===== src/rtl/reg_file_pkg.sv =====
// Shared constants for the architectural register file and rename table.
// Widths here match the commit bundle produced by the reorder buffer.
package reg_file_pkg;

    localparam int RF_REG_ADDR_WIDTH = 5;
    localparam int RF_Q_WIDTH        = 4;
    localparam int XLEN              = 32;
    localparam int NO_TAG            = 0;

endpackage


===== src/rtl/reg_file_rf_read_port.sv =====
// One operand lookup: register value plus pending ROB tag, x0 forced to zero.
// With REGFILE_BYPASS_EN defined, a same-cycle commit of the awaited tag is forwarded.
module rf_read_port
    import reg_file_pkg::*;
#(
    parameter int AW = RF_REG_ADDR_WIDTH,
    parameter int QW = RF_Q_WIDTH
) (
    input  logic [AW-1:0]   rs,
    input  logic [XLEN-1:0] reg_val,
    input  logic [QW-1:0]   reg_tag,
    input  logic            reg_busy,
`ifdef REGFILE_BYPASS_EN
    input  logic            commit_fwd,
    input  logic [QW-1:0]   commit_q,
    input  logic [XLEN-1:0] commit_v,
`endif
    output logic [XLEN-1:0] v,
    output logic [QW-1:0]   q
);

    always_comb begin
        v = reg_val;
        q = reg_busy ? reg_tag : QW'(NO_TAG);
`ifdef REGFILE_BYPASS_EN
        if (reg_busy && commit_fwd && (reg_tag == commit_q)) begin
            v = commit_v;
            q = QW'(NO_TAG);
        end
`endif
        if (rs == '0) begin
            v = '0;
            q = QW'(NO_TAG);
        end
    end

endmodule


===== src/rtl/reg_file.sv =====
// Architectural register file with rename tags; optional commit forwarding via REGFILE_BYPASS_EN.
// rdy_in is a global enable: state advances only when it is high, lookups are live regardless.
module reg_file
    import reg_file_pkg::*;
#(
    parameter int REG_ADDR_WIDTH = RF_REG_ADDR_WIDTH,
    parameter int Q_WIDTH        = RF_Q_WIDTH
) (
    input  logic                      clk_in,
    input  logic                      rst_in,
    input  logic                      rdy_in,
    input  logic                      clear_in,
    input  logic                      has_issue,
    input  logic [REG_ADDR_WIDTH-1:0] issue_rd,
    input  logic [Q_WIDTH-1:0]        issue_Q,
    input  logic [REG_ADDR_WIDTH-1:0] rs1,
    input  logic [REG_ADDR_WIDTH-1:0] rs2,
    output logic [XLEN-1:0]           V1,
    output logic [XLEN-1:0]           V2,
    output logic [Q_WIDTH-1:0]        Q1,
    output logic [Q_WIDTH-1:0]        Q2,
    input  logic                      has_commit,
    input  logic                      commit_modify_regfile,
    input  logic [REG_ADDR_WIDTH-1:0] commit_reg_addr,
    input  logic [Q_WIDTH-1:0]        Commit_Q,
    input  logic [XLEN-1:0]           Commit_V
);

    localparam int NUM_REGS = 1 << REG_ADDR_WIDTH;

    logic [XLEN-1:0]    val  [NUM_REGS];
    logic [Q_WIDTH-1:0] tag  [NUM_REGS];
    logic [NUM_REGS-1:0] busy;

    logic commit_fwd;
    logic commit_wr;
    logic issue_wr;

    assign commit_fwd = has_commit && commit_modify_regfile;
    assign commit_wr  = commit_fwd && (commit_reg_addr != '0);
    assign issue_wr   = has_issue && (issue_rd != '0);

    always_ff @(posedge clk_in) begin
        if (rst_in) begin
            for (int i = 0; i < NUM_REGS; i++) begin
                val[i] <= '0;
                tag[i] <= '0;
            end
            busy <= '0;
        end else if (rdy_in) begin
            // The retiring instruction is older than any flush, so its value always lands.
            if (commit_wr)
                val[commit_reg_addr] <= Commit_V;
            if (clear_in) begin
                for (int i = 0; i < NUM_REGS; i++)
                    tag[i] <= '0;
                busy <= '0;
            end else begin
                if (commit_wr && (tag[commit_reg_addr] == Commit_Q) &&
                    !(issue_wr && (issue_rd == commit_reg_addr)))
                    busy[commit_reg_addr] <= 1'b0;
                if (issue_wr) begin
                    tag[issue_rd]  <= issue_Q;
                    busy[issue_rd] <= 1'b1;
                end
            end
        end
    end

    rf_read_port #(.AW(REG_ADDR_WIDTH), .QW(Q_WIDTH)) u_port1 (
        .rs         (rs1),
        .reg_val    (val[rs1]),
        .reg_tag    (tag[rs1]),
        .reg_busy   (busy[rs1]),
`ifdef REGFILE_BYPASS_EN
        .commit_fwd (commit_fwd),
        .commit_q   (Commit_Q),
        .commit_v   (Commit_V),
`endif
        .v          (V1),
        .q          (Q1)
    );

    rf_read_port #(.AW(REG_ADDR_WIDTH), .QW(Q_WIDTH)) u_port2 (
        .rs         (rs2),
        .reg_val    (val[rs2]),
        .reg_tag    (tag[rs2]),
        .reg_busy   (busy[rs2]),
`ifdef REGFILE_BYPASS_EN
        .commit_fwd (commit_fwd),
        .commit_q   (Commit_Q),
        .commit_v   (Commit_V),
`endif
        .v          (V2),
        .q          (Q2)
    );

endmodule


===== config.mk =====
export PLATFORM = sky130hd
export DESIGN_NAME = reg_file
export DESIGN_NICKNAME = d
export VERILOG_FILES = /design/src/rtl/reg_file_pkg.sv /design/src/rtl/reg_file_rf_read_port.sv /design/src/rtl/reg_file.sv
export SDC_FILE = /design/constraint.sdc
export NUM_CORES = 2
export LEC_CHECK = 0
export CORE_MARGIN = 10
export CORE_UTILIZATION = 43
export DETAILED_ROUTE_END_ITERATION = 8
export HOLD_SLACK_MARGIN = 0.15
export PLACE_DENSITY = 0.57
export SLEW_MARGIN = 5
export SYNTH_ARGS = -nofsm -noshare
export SYNTH_HDL_FRONTEND = slang
export SYNTH_HIERARCHICAL = 1
export SYNTH_SLANG_ARGS = --single-unit

===== constraint.sdc =====
create_clock -name clk_in -period 5.8 [get_ports clk_in]
set_input_delay 0.58 -clock clk_in [delete_from_list [all_inputs] [get_ports clk_in]]
set_output_delay 0.58 -clock clk_in [all_outputs]
set_load 0.05 [all_outputs]

Yosys cells after proc, flatten, opt, wreduce, memory -nomap -nowiden. Memory sizes are Yosys's and may differ from the RTL's. Cells that the tools add are included.

Register bits after elaboration: 32. Bits in latches: 0. RAM bits: 1152. Memory bits (read-only): 0. Bits of input ports: 67. Output and inout bits: 72. Memories: 2.

$add $sub $neg: 0. $mul: 0. Div/mod/pow operators: 0. Order comparisons: 6. Equality and inequality tests: 2. Shift operators: 0. Multiplexer cells: 73. Bitwise logic cells: 35. Reductions and logical operators: 15.

Memories: val (words 32, width 32, rd ports 2, clocked after Yosys merged registers in 0, write ports 32, line reg_file.sv:31) `logic [XLEN-1:0] val [NUM_REGS];`; tag (words 32, width 4, rd ports 3, clocked after Yosys merged registers in 0, write ports 32, line reg_file.sv:32) `logic [Q_WIDTH-1:0] tag [NUM_REGS];`.

Operator list (number): 32-bit two-way mux (9); 4-bit two-way mux (37); 32-bit bitwise AND (1); 32-bit NOT (1); 1-bit OR (32); 32-bit OR (1); 32-bit OR reduction (1); 5-bit by 6-bit less-than comparator with 1-bit output (second input constant) (4); 1-bit two-way mux (21); 1-bit binary-select mux with 5-bit select (2); 1-bit demux with 5-bit select (2); 5-bit by 1-bit greater-or-equal comparator with 1-bit output (second input constant) (2); 5-bit logical NOT (2); 5-bit two-way mux (2); 5-bit nonzero test (2); 1-bit logical AND (8); 5-bit == test (1); 4-bit == test (1); 4-bit OR reduction (1); 1-bit logical NOT (1).

Longest topological paths before layout.
Depth in word-level cells: 13. Mapped depth: 12. Depth with buffers taken out: 7.

Modules after synthesis. The synthesis kept the hierarchy.

Modules (own cells, without submodules): reg_file (instances 1, cells each 3940, area each 63897.5 µm², sequential area each 35233.8 µm²); rf_read_port (instances 2, cells each 48, area each 345.3 µm², sequential area each 0.0 µm²).

Worst setup path before layout. Ideal clock, no wire load.

Kind: input port to output port. Start point: input rs2[0]. End point: output V2[28]. Arrival: 3.598 ns. Data required time: 5.220 ns. Slack: 1.622 ns. Cell stages on the path: 7. Cell sequence: clkbuf_1 buf_1 buf_1 mux4_2 mux4_2 mux2_2 a21boi_0.

Longest elaborated chain between the ends: 2.

RTL lines: from (decl) (line reg_file.sv:17) `input logic [REG_ADDR_WIDTH-1:0] rs2,`; memory read 32 x 32 bit / 5-bit logical NOT (equally long branches); 32-bit two-way mux (*) (line reg_file_rf_read_port.sv:31) `if (rs == '0) begin`; to (decl) (line reg_file.sv:19) `output logic [XLEN-1:0] V2,`.

Every way passes the cells marked *; elsewhere a longest branch is shown, timed or not.

Final worst setup path.
Start point: input rs2[0]. End point: output V2[18].

Same word-level chain as after synthesis.

==> out/results.ini <==
[synth]
ys_seq_area_frac=0.5455
synth-main-ff-cell=edfxtp_1
syn_area_um2=64590
ys_warn_count=6
yosysUniqueCellTypes=50
ys_seq_elements=1184
synthCells=4036
synth_edf_count=1152
syn_avg_cell_area_um2=16.00
synth_top_area_share=0.5356
yosys.area.top_type=edfxtp_1
synthArstFlopShare=0
synth.top_cells.by_area=edfxtp_1 (54%), mux4_2 (26%), and2_1 (11%), clkbuf_1 (2.0%), mux2_2 (1.3%)

[worst_setup_path]
worst_setup_path_end_kind=primary output
cp.arrival_ns=4.00
required_ns=5.22
crit_fanout=48
startpoint_type=input port
critPathKind=input port to primary output

[sta]
fin_skew_ns=0.02156
tightestPinTransition_ns=1.222
whs_ns=0.3559
clock.fmax_mhz=218.4
setup_tns_ns=0
hold_viol=0
period_share=0.7896
setup_viol=0
maxSlewHeadroom=0.1827
maxSlewViolCount=0
rsz0062_at_grt=false
period_needed_ns=4.580

[clock_tree]
cts_resized=0
h-tree-depth=4
clk_pin_slew_ns=0.06
numCtsBuffers=139
clock_latency_ns=0.80
root_buffer=clkbuf_16
post_cts_buffers=0
cts_sinks=1184
clockBufferDepth=3
cts_tree=done
cts_hold_buf=0

[global_route]
use_met1=0.3704
grt_use_met3=0.05532
antenna_found_initial=22
grt-busiest-layer=met2
use_met2=0.4256
grt_pass1_vias=39370
grt_pass1_wl_mm=316.9
grt_overflow=0
grt_usage=0.2692
grt_max_degree=83

[layout]
layout_commonest_cell=edfxtp_1
area_growth_pct=12.91
nets=4126
layout_common_cells=edfxtp_1 (1152), and2_1 (1117), mux4_2 (740)
drive_above_1_share=0.2954

[detailed_routing]
detail_route.wl_per_cell_um=36.64
routed_via_density=6.388
antenna_left=0
firstDrtPassIters=6
drc=0
totalWireLength_mm=227.1
drt_iter0_drc=5463
num_vias=39610

[hold_path]
hold_path.class=input port to register

[run_status]
status=complete, no violations

[die]
pin_count=139
coreArea_um2=149600
core.rowCount=142
fp.dieH_um=407.6
start_util=0.4317
die_area_um2=166100
die_w_um=407.6

[pwr]
p_leak_uw=0.02438
peakVddDrop_mv=0.2030
p_total_uw=21670
power.density_nw_per_um2=297.2

[flow_run]
max_cap_viol_count=0

[placement]
place_congestion=0.8618
detailed_place_hpwl_mm=129.2
numPortBuffers=138

[registers in the layout (all words and copies together), names as in the netlist]
register	cells
busy	32
val	1024
tag	128
[cells in the mapped netlist (32+ instances only)]
cell type  count
a21boi_0      54
a21oi_1       70
and2_1      1117
buf_1         55
clkbuf_1     346
dfxtp_1       32
edfxtp_1    1152
mux2_2        74
mux2i_1       64
mux4_2       740
nor2_1        70
or2_2         32
[metal layers]
metal / vias up / share of wire
met3: 378 / 0.094
met1: 21250 / 0.40
met2: 2173 / 0.48
met5: - / 0.000057
met4: 2 / 0.034
li1: 15800 / -
[layout make-up]
cell class | instances | area (um^2)
Fill cell | 12530 | 76670
Sequential cell | 1184 | 35230
Multi-Input combinational cell | 2456 | 28020
Clock buffer | 181 | 3816
Timing Repair Buffer | 273 | 2723
Tap cell | 2016 | 2522
Clock inverter | 72 | 559.3
Antenna cell | 13 | 32.53
Inverter | 5 | 18.77
[metrics by stage]
step	cells	cell area, um^2	util	setup slack, ns
final	6200	72930	0.4875	1.220
after global routing	6194	72910	0.4874	1.059
after CTS	6187	72890	0.4873	1.190
after detailed placement	5934	68520	0.4580	1.190
after global placement	5934	68520	0.4580	1.190
after floorplan	4071	64720	-	1.622
[worst max-delay path, cell delays in order]
cell	delay, ns
buf_8	0.50
buf_4	0.49
mux4_2	0.56
mux4_2	0.48
mux2_2	0.34
a21boi_0	0.16
clkdlybuf4s50_1	0.77
[where the power goes]
part	total, uW	switching [uW]	internal, uW
Sequential	10100	247	9830
Clock	8590	3670	4910
Combinational	3010	1710	1300
Total	21700	5630	16000
[final timing paths]
path / startpoint / end / slack (ns) / cells after the start
max: rs2[0] / V2[18] / 1.22 / 7
min: commit_reg_addr[1] / busy[15]$_SDFFE_PP0P_ / 0.36 / 4
max reg2reg: tag[26][2]$_SDFFCE_PN0P_ / busy[4]$_SDFFE_PP0P_ / 2.98 / 7
min reg2reg: busy[0]$_SDFFE_PP0P_ / busy[0]$_SDFFE_PP0P_ / 0.49 / 1
[cell families (layout without fill, tap and decap cells)]
group,count (synthesis),count (layout),synth area share
AO/OA/AOI/OAI,209,209,0.01990
XOR/XNOR,4,4,0.0005425
buffers and inverters,431,531,0.02648
flip-flops,1184,1184,0.5455
multiplexers,878,878,0.2809
other,1,49,0.00005806
AND/OR/NAND/NOR,1329,1329,0.1267
Power figures use the tool's default switching activity.
